**config.mk**
```make
export PLATFORM = sky130hd
export DESIGN_NAME = audio_dac_sample_pacer_flat
export DESIGN_NICKNAME = d
export VERILOG_FILES = /design/src/rtl/audio_dac_sample_pacer_if.sv /design/src/rtl/audio_dac_sample_pacer.sv /design/src/flat_wrapper.sv
export SDC_FILE = /design/constraint.sdc
export NUM_CORES = 1
export LEC_CHECK = 0
export BUFFER_PORTS_ARGS = -buffer_cell sky130_fd_sc_hd__buf_2
export CORE_UTILIZATION = 50
export CTS_BUF_LIST = sky130_fd_sc_hd__clkbuf_8
export CTS_CLUSTER_SIZE = 20
export DETAILED_ROUTE_END_ITERATION = 8
export PLACE_DENSITY = 0.67
export SYNTH_ARGS = -nofsm -noshare
export SYNTH_HDL_FRONTEND = slang
export SYNTH_SLANG_ARGS = --single-unit
```
**constraint.sdc**
```tcl
create_clock -name i_clk -period 3 [get_ports i_clk]
set_clock_uncertainty 0.2 [all_clocks]
set_input_delay 0.45 -clock i_clk [delete_from_list [all_inputs] [get_ports i_clk]]
set_output_delay 0.45 -clock i_clk [all_outputs]
set_load 0.005 [all_outputs]
```
**src/rtl/audio_dac_sample_pacer_if.sv**
```systemverilog
// Stream bundle between the DSP chain, the sample pacer and the ADAU1361 DAC inputs.
// The master side feeds samples in and watches the paced DAC strobes; the pacer is the slave.
interface audio_dac_sample_pacer_if #(
   parameter int unsigned DATA_WIDTH = 16
);
   logic signed [DATA_WIDTH-1:0] iS_left_data;
   logic signed [DATA_WIDTH-1:0] iS_right_data;
   logic                         i_valid;
   logic                         o_ready;
   logic signed [DATA_WIDTH-1:0] oS_left_dac_data;
   logic                         o_left_dac_valid;
   logic signed [DATA_WIDTH-1:0] oS_right_dac_data;
   logic                         o_right_dac_valid;

   modport master (
      output iS_left_data,
      output iS_right_data,
      output i_valid,
      input  o_ready,
      input  oS_left_dac_data,
      input  o_left_dac_valid,
      input  oS_right_dac_data,
      input  o_right_dac_valid
   );

   modport slave (
      input  iS_left_data,
      input  iS_right_data,
      input  i_valid,
      output o_ready,
      output oS_left_dac_data,
      output o_left_dac_valid,
      output oS_right_dac_data,
      output o_right_dac_valid
   );
endinterface

```
**src/rtl/audio_dac_sample_pacer.sv**
```systemverilog
// Buffers bursty stereo pairs and replays one pair per codec sample period as DAC strobes.
// Playback starts once PREFILL pairs are stored; an empty FIFO at a tick counts an underflow.
module audio_dac_sample_pacer #(
   parameter int unsigned DATA_WIDTH    = 16,
   parameter int unsigned FIFO_DEPTH    = 16,
   parameter int unsigned SAMPLE_PERIOD = 4096,
   parameter int unsigned PREFILL       = 8,
   localparam int unsigned AW = $clog2(FIFO_DEPTH),
   localparam int unsigned FW = AW + 1,
   localparam int unsigned CW = $clog2(SAMPLE_PERIOD)
) (
   input  logic                         i_clk,
   input  logic                         i_resetn,
   input  logic                         i_flush,
   audio_dac_sample_pacer_if.slave      bus,
   output logic [FW-1:0]                o_fill_level,
   output logic [7:0]                   o_underflow_count,
   output logic                         o_playing
);

   typedef enum logic [0:0] {StPrime, StRun} state_e;

   state_e                       state_q, state_d;
   logic [CW-1:0]                cnt_q;
   logic                         tick;
   logic [AW-1:0]                wr_ptr_q, rd_ptr_q;
   logic [FW-1:0]                fill_q;
   logic signed [DATA_WIDTH-1:0] left_mem_q  [FIFO_DEPTH];
   logic signed [DATA_WIDTH-1:0] right_mem_q [FIFO_DEPTH];
   logic signed [DATA_WIDTH-1:0] left_out_q, right_out_q;
   logic                         dac_valid_q;
   logic [7:0]                   uf_cnt_q;
   logic                         full, push, pop, underflow;

   assign tick        = (cnt_q == CW'(SAMPLE_PERIOD - 1));
   assign full        = (fill_q == FW'(FIFO_DEPTH));
   assign bus.o_ready = !full && !i_flush;
   assign push        = bus.i_valid && bus.o_ready;

   // Sample-period timebase; deliberately untouched by flush so the codec cadence never slips.
   always_ff @(posedge i_clk or negedge i_resetn) begin
      if (!i_resetn) begin
         cnt_q <= '0;
      end else if (tick) begin
         cnt_q <= '0;
      end else begin
         cnt_q <= cnt_q + CW'(1);
      end
   end

   always_ff @(posedge i_clk or negedge i_resetn) begin
      if (!i_resetn) begin
         state_q <= StPrime;
      end else begin
         state_q <= state_d;
      end
   end

   always_comb begin
      state_d = state_q;
      if (i_flush) begin
         state_d = StPrime;
      end else begin
         unique case (state_q)
            StPrime: if (fill_q >= FW'(PREFILL)) state_d = StRun;
            StRun:   if (tick && (fill_q == '0)) state_d = StPrime;
            default: state_d = StPrime;
         endcase
      end
   end

   // A tick that coincides with flush still strobes, but carries 0/0 and is not an underflow.
   always_comb begin
      pop       = 1'b0;
      underflow = 1'b0;
      o_playing = 1'b0;
      unique case (state_q)
         StRun: begin
            o_playing = 1'b1;
            if (tick && !i_flush) begin
               pop       = (fill_q != '0);
               underflow = (fill_q == '0);
            end
         end
         default: ;
      endcase
   end

   always_ff @(posedge i_clk or negedge i_resetn) begin
      if (!i_resetn) begin
         wr_ptr_q <= '0;
         rd_ptr_q <= '0;
         fill_q   <= '0;
      end else if (i_flush) begin
         wr_ptr_q <= '0;
         rd_ptr_q <= '0;
         fill_q   <= '0;
      end else begin
         if (push) wr_ptr_q <= wr_ptr_q + AW'(1);
         if (pop)  rd_ptr_q <= rd_ptr_q + AW'(1);
         fill_q <= fill_q + FW'(push) - FW'(pop);
      end
   end

   always_ff @(posedge i_clk or negedge i_resetn) begin
      if (!i_resetn) begin
         for (int i = 0; i < FIFO_DEPTH; i++) begin
            left_mem_q[i]  <= '0;
            right_mem_q[i] <= '0;
         end
      end else if (push) begin
         left_mem_q[wr_ptr_q]  <= bus.iS_left_data;
         right_mem_q[wr_ptr_q] <= bus.iS_right_data;
      end
   end

   always_ff @(posedge i_clk or negedge i_resetn) begin
      if (!i_resetn) begin
         dac_valid_q <= 1'b0;
         left_out_q  <= '0;
         right_out_q <= '0;
      end else begin
         dac_valid_q <= tick;
         if (tick) begin
            left_out_q  <= pop ? left_mem_q[rd_ptr_q]  : '0;
            right_out_q <= pop ? right_mem_q[rd_ptr_q] : '0;
         end
      end
   end

   always_ff @(posedge i_clk or negedge i_resetn) begin
      if (!i_resetn) begin
         uf_cnt_q <= '0;
      end else if (underflow && (uf_cnt_q != 8'hFF)) begin
         uf_cnt_q <= uf_cnt_q + 8'd1;
      end
   end

   assign bus.oS_left_dac_data  = left_out_q;
   assign bus.oS_right_dac_data = right_out_q;
   assign bus.o_left_dac_valid  = dac_valid_q;
   assign bus.o_right_dac_valid = dac_valid_q;
   assign o_fill_level          = fill_q;
   assign o_underflow_count     = uf_cnt_q;

endmodule

```
**src/flat_wrapper.sv**
```systemverilog
// flat-port wrapper written by rule: the top's interface ports become plain ports
module audio_dac_sample_pacer_flat 
#(
   parameter int unsigned DATA_WIDTH    = 16,
   parameter int unsigned FIFO_DEPTH    = 16,
   parameter int unsigned SAMPLE_PERIOD = 4096,
   parameter int unsigned PREFILL       = 8,
   localparam int unsigned AW = $clog2(FIFO_DEPTH),
   localparam int unsigned FW = AW + 1,
   localparam int unsigned CW = $clog2(SAMPLE_PERIOD)
)
  (i_clk, i_resetn, i_flush, o_fill_level, o_underflow_count, o_playing, bus_iS_left_data, bus_iS_right_data, bus_i_valid, bus_o_ready, bus_oS_left_dac_data, bus_o_left_dac_valid, bus_oS_right_dac_data, bus_o_right_dac_valid);
  audio_dac_sample_pacer_if #(.DATA_WIDTH(DATA_WIDTH)) bus_i ();
  input  logic i_clk;
  input  logic i_resetn;
  input  logic i_flush;
  output logic [FW-1:0] o_fill_level;
  output logic [7:0] o_underflow_count;
  output logic o_playing;
  input wire logic [$bits(bus_i.iS_left_data)-1:0] bus_iS_left_data;
  input wire logic [$bits(bus_i.iS_right_data)-1:0] bus_iS_right_data;
  input wire logic [$bits(bus_i.i_valid)-1:0] bus_i_valid;
  output wire logic [$bits(bus_i.o_ready)-1:0] bus_o_ready;
  output wire logic [$bits(bus_i.oS_left_dac_data)-1:0] bus_oS_left_dac_data;
  output wire logic [$bits(bus_i.o_left_dac_valid)-1:0] bus_o_left_dac_valid;
  output wire logic [$bits(bus_i.oS_right_dac_data)-1:0] bus_oS_right_dac_data;
  output wire logic [$bits(bus_i.o_right_dac_valid)-1:0] bus_o_right_dac_valid;
  assign bus_i.iS_left_data = bus_iS_left_data;
  assign bus_i.iS_right_data = bus_iS_right_data;
  assign bus_i.i_valid = bus_i_valid;
  assign bus_o_ready = bus_i.o_ready;
  assign bus_oS_left_dac_data = bus_i.oS_left_dac_data;
  assign bus_o_left_dac_valid = bus_i.o_left_dac_valid;
  assign bus_oS_right_dac_data = bus_i.oS_right_dac_data;
  assign bus_o_right_dac_valid = bus_i.o_right_dac_valid;
  audio_dac_sample_pacer #(.DATA_WIDTH(DATA_WIDTH), .FIFO_DEPTH(FIFO_DEPTH), .SAMPLE_PERIOD(SAMPLE_PERIOD), .PREFILL(PREFILL)) u_core (.i_clk(i_clk), .i_resetn(i_resetn), .i_flush(i_flush), .bus(bus_i), .o_fill_level(o_fill_level), .o_underflow_count(o_underflow_count), .o_playing(o_playing));
endmodule
```
* Yosys cells after proc, flatten, opt, wreduce, memory -nomap -nowiden
Cells that the tools add are included.
Word-level totals: flip-flop bits (word level) 579, bits of input ports 36, output and inout port bits 49, word-level logic and storage cells 96
Cells by class: add/sub/neg operators 6, $lt $le $gt $ge 4, equality and inequality tests 3, mux-type cells 27, bitwise operators 3, reductions and logical operators 12
Operators by type and width (number):
- $bwmux W256 | 2
- $bmux W16 S4 | 2
- $mux W16 | 7
- $demux W16 S4 | 1
- $mux W4 | 4
- $add A12 B1 Y12 const B | 1
- $eq A12 B12 Y1 const B | 1
- $mux W12 | 1
- $ge A5 B5 Y1 const B | 2
- $not A4 Y5 | 2
- $add A4 B1 Y4 const B | 2
- $add A8 B1 Y8 const B | 1
- $mux W1 | 8
- $ne A8 B8 Y1 const B | 1
- $logic_and A1 B1 Y1 | 6
- $add A5 B1 Y5 | 1
- $eq A5 B5 Y1 const B | 1
- $ge A5 B4 Y1 const B | 1
- $logic_not A5 Y1 | 1
- $lt A5 B1 Y1 const B | 1
- $mux W5 | 1
- $reduce_bool A5 Y1 | 1
- $sub A5 B1 Y5 | 1
- $reduce_bool A2 Y1 | 2
- other kinds (3) | 4

* Logic depth before layout (Yosys ltp)
word-level depth 7, gate-level depth with buffers 14, depth with buffers taken out 13

* Worst setup path after synthesis
Ideal clock, no wire load.
kind register to register, from reg u_core.fill_q[2] (netlist: u_core.o_fill_level[2]), to reg u_core.fill_q[4] (netlist: u_core.o_fill_level[4]), arrival time 2564 ps, required time 2664 ps, slack 100 ps, cell stages (with the launch flop) 14, buffers on the path 0, period minus slack after synthesis 2900 ps, path through dfrtp_1 -> inv_1 -> ha_1 -> nor4b_2 -> nor4_1 -> ha_1 -> inv_1 -> ha_1 -> inv_1 -> fa_1 -> nand2b_1 -> a21oi_1 -> or3_1 -> a21oi_1
Between the ends: cells in the longest elaborated chain, start to end 7, elaborated cells on any way between the ends 10, those cells by class add/sub: 2; eq/ne: 1; mux: 3; reduce/logical: 4
RTL lines:
- start, declared | line audio_dac_sample_pacer.sv:27 | logic [FW-1:0] fill_q;
- start signal, assigned | line audio_dac_sample_pacer.sv:101 | fill_q <= fill_q + FW'(push) - FW'(pop);
- $eq A5 B5 Y1 | line audio_dac_sample_pacer.sv:36 | assign full = (fill_q == FW'(FIFO_DEPTH));
- $logic_not A1 Y1 | line audio_dac_sample_pacer.sv:37 | assign bus.o_ready = !full && !i_flush;
- $logic_and A1 B1 Y1 | line audio_dac_sample_pacer.sv:37
- $logic_and A1 B1 Y1 | line audio_dac_sample_pacer.sv:38 | assign push = bus.i_valid && bus.o_ready;
- $add A5 B1 Y5 | line audio_dac_sample_pacer.sv:101
- $sub A5 B1 Y5 (*) | line audio_dac_sample_pacer.sv:101
- $mux W5 (*) | line audio_dac_sample_pacer.sv:94 | end else if (i_flush) begin
Every way passes the cells marked *; elsewhere a longest branch is shown, timed or not. A chain may end at the register's enable or synchronous reset.

* Final worst setup path
from reg u_core.cnt_q[7], to reg u_core.fill_q[4] (netlist: u_core.o_fill_level[4])
Between the ends: cells in the longest elaborated chain, start to end 6
RTL lines:
- start, declared | line audio_dac_sample_pacer.sv:24 | logic [CW-1:0] cnt_q;
- start signal, assigned | line audio_dac_sample_pacer.sv:47 | cnt_q <= cnt_q + CW'(1);
- $eq A12 B12 Y1 | line audio_dac_sample_pacer.sv:35 | assign tick = (cnt_q == CW'(SAMPLE_PERIOD - 1));
- $logic_and A1 B1 Y1 | line audio_dac_sample_pacer.sv:80 | if (tick && !i_flush) begin
- $mux W1 | line audio_dac_sample_pacer.sv:80
- $mux W1 | line audio_dac_sample_pacer.sv:77 | unique case (state_q)
- $sub A5 B1 Y5 | line audio_dac_sample_pacer.sv:101
- $mux W5 | line audio_dac_sample_pacer.sv:94
Every way passes these cells.

==> results by group <==
Run status
  • Run status: finished clean

Synthesis
  • Synthesized area: 26300 um2
  • Top cells by count, synth: dfrtp_1, mux2_2, mux4_2
  • Synth Flop Type: dfrtp_1
  • Syn Nets: 1752
  • Top cell type's share of synthesized area: 55.0%
  • EDFF count, synth: 0
  • Avg Cell Area, Syn: 15.5 um2
  • Multiplexer share of the synthesized area: 35.8%
  • Sequential share of the synthesized area: 55.0%
  • Ys Warns: 0
  • Main combinational cell family by area after synthesis: multiplexers
  • #FFs+latches synth: 579
  • Most frequent cell after synthesis: dfrtp_1
  • Biggest area consumer among synthesized cells: dfrtp_1
  • Synth Area in Simple Gates: 3.03%
  • Largest cells by area after synthesis: dfrtp_1, mux2_2, mux4_2, mux2_1, mux2i_1
  • Xor/xnor cell area share of the yosys netlist: 0.532%
  • Post-Synthesis Cells: 1700
  • Post-Synth Adder-Cell Area: 0.789%
  • Ys async rst share: 100%
  • Number of distinct library cells after synthesis: 43
  • Compound-gate portion of the synthesized area: 1.39%

Critical path
  • Worst Path Max Fanout: 5
  • Critical path cell sequence: and4_4, nand2_1, nor4_2, ha_1, inv_1, ha_1, inv_1, fa_1, nand2b_1, a21oi_2, o21ai_0, a21oi_1
  • Setup CP Type: register to register
  • Worst setup SP type: register
  • CP max-delay cell: dfrtp_1
  • WP buf/inv: 2
  • Worst EP arrival: 3.20 ns
  • FF-to-FF path depth: 12
  • CP required: 3.38 ns
  • Worst path max stage delay: 0.41 ns
  • Reg-to-reg startpoint: u_core.cnt_q[7]$_DFF_PN0_
  • R2R Setup Slk: 0.18 ns
  • Endpoint type of the worst setup path: register
  • Cell family with most CP delay: adder cells
  • Worst r2r dst: u_core.o_fill_level[4]$_DFF_PN0_

Die
  • Top Ports: 85
  • Core area: 51700 um2
  • Die area: 53600 um2
  • Std-Cell Rows: 83
  • Initial Util: 50.9%
  • Die height: 231 um
  • Die W: 231 um

Cells and area
  • Filler cell count: 4055
  • Fin area: 30000 um2
  • Final #Nets: 1884
  • Share of cells above drive strength 1: 49.7%
  • Area Growth Syn to Fin: 13.9%
  • Final non-filler cell total: 2583

Route
  • Router iterations before antenna repair: 5
  • First DRT Iteration DRCs: 933
  • Vias per cell: 5.85
  • Drt drc: 0
  • WL final: 61.0 mm
  • Post-route ant nets: 0
  • Wirelength per Cell: 23.6 um
  • Via count: 15100

Min path
  • HP Start: bus_iS_left_data[9]
  • HP Class: input pin to register
  • Hold Path Stages: 2
  • Hold endpoint: u_core.left_mem_q[185]$_DFFE_PN0P_

STA
  • Final period utilization: 93.8%
  • Worst hold margin: 0.0510 ns
  • Fmax: 355 MHz
  • Pins Over Slew Limit: 0
  • Fin Setup TNS: 0 ns
  • Tmin final: 2.82 ns
  • # setup viols final: 0
  • Max-slew headroom: 57.0%
  • Final hold violations: 0
  • Worst Max-Slew Pin Slew: 0.645 ns

Clocking
  • Root buffer cell: clkbuf_8
  • Num CTS Buffers: 96
  • CTS tree: yes
  • CTS H-tree lvls: 3
  • Maximum clock insertion buffer count: 3
  • Sink Count: 579
  • Clk_lat worst skew: 0.69 ns
  • Reg clk slew, reported paths: 0.06 ns

Global routing
  • Total grt overflow: 0
  • Global-route wire length before repair: 97.0 mm
  • Vias in the first global route: 16218
  • GRT Overall Usage: 23.8%
  • Largest net degree at the start of global routing: 89
  • Initial antenna violation count: 1

Placement
  • HPWL Detailed: 35.5 mm
  • Port Buffers: 84
  • Dpl cells: 2377
  • Placer Congestion: 0.764
  • Placed Area: 27700 um2

Power
  • Power per cell area: 620 nW/um2
  • Total Power: 18.6 mW
  • Lkg Pwr: 14.0 nW
  • VDD IR max: 0.319 mV

Flow run
  • Maxcap violations: 0
==> layer usage <==
metal | wire length, um | GRT usage (%) | vias to the layer above
li1 | - | - | 6530
met1 | 29500 | 35.0 | 8236
met2 | 28400 | 36.8 | 252
met3 | 2100 | 4.01 | 82
met4 | 1050 | 6.23 | 0
met5 | 0 | 0 | -
==> per-stage QoR <==
stage	setup slack [ns]	util [%]
after floorplan	0.0998	-
after global placement	0.176	53.6
after detailed placement	0.129	53.6
after CTS	0.0741	57.8
after global routing	-0.00496	58.0
final	0.185	58.0
==> logic make-up after synthesis <==
family | after synthesis
AO/OA/AOI/OAI | 51
XOR/XNOR | 16
adder cells (fa/ha/maj) | 16
buffers and inverters | 171
flip-flops | 579
multiplexers | 712
AND/OR/NAND/NOR | 155
==> cell type report <==
type | instances | area (um2) | area share, %
tap | 680 | 851 | 2.84
multi-input combinational | 950 | 11000 | 36.7
inverter | 15 | 56.3 | 0.188
clock inverter | 52 | 267 | 0.889
clock buffer | 116 | 1600 | 5.33
sequential | 579 | 14500 | 48.4
antenna | 1 | 2.50 | 0.00835
timing repair buffer | 190 | 1720 | 5.73
==> state kept, by name, indices dropped and copies added, names as in the netlist, 4 cells and up <==
name,count
u_core.cnt_q,12
u_core.o_underflow_count,8
u_core.bus.oS_right_dac_data,16
u_core.wr_ptr_q,4
u_core.left_mem_q,256
u_core.o_fill_level,5
u_core.rd_ptr_q,4
u_core.bus.oS_left_dac_data,16
u_core.right_mem_q,256
==> worst max-delay path by stage <==
stage          cells after the start                              from                          endpoint  slack, ns
2_1_floorplan                     13  u_core.o_fill_level[2]$_DFF_PN0_  u_core.o_fill_level[4]$_DFF_PN0_        0.1
5_1_grt                           12         u_core.cnt_q[7]$_DFF_PN0_  u_core.o_fill_level[4]$_DFF_PN0_     -0.005
4_1_cts                           12         u_core.cnt_q[7]$_DFF_PN0_  u_core.o_fill_level[4]$_DFF_PN0_       0.07
3_5_place_dp                      12         u_core.cnt_q[7]$_DFF_PN0_  u_core.o_fill_level[4]$_DFF_PN0_       0.13
3_3_place_gp                      12         u_core.cnt_q[7]$_DFF_PN0_  u_core.o_fill_level[4]$_DFF_PN0_       0.18
6_report                          12         u_core.cnt_q[7]$_DFF_PN0_  u_core.o_fill_level[4]$_DFF_PN0_       0.18
==> power by group <==
group          total [mW]  leakage, nW  switching (mW)  internal [mW]
combinational        2.55         5.20            1.08           1.48
sequential           9.32         7.69           0.508           8.81
clock                6.70         1.09            3.13           3.57
==> placed cells by master, fill, tap and decap left out, types with 11 or more instances in the layout <==
master | netlist | routed
dfrtp_1 | 579 | 576
mux2_2 | 495 | 495
mux4_2 | 128 | 128
clkbuf_8 | 0 | 116
buf_2 | 32 | 83
mux2_1 | 55 | 55
inv_1 | 15 | 49
nand3_1 | 45 | 44
nand2_1 | 43 | 43
buf_4 | 43 | 41
mux2i_1 | 34 | 34
o211ai_1 | 33 | 33
buf_12 | 0 | 33
dlygate4sd3_1 | 0 | 32
nor2_1 | 18 | 17
and3_2 | 0 | 16
ha_1 | 15 | 13
clkinv_2 | 0 | 11
==> what timing repair did <==
action,CTS,global route
setup endpoints to repair,0,1
hold buffers,32,0
gates resized for setup,0,8
buffers inserted,0,5
endpoints found under the hold margin,407,0
No activity file was read; power rests on OpenSTA's default activity.
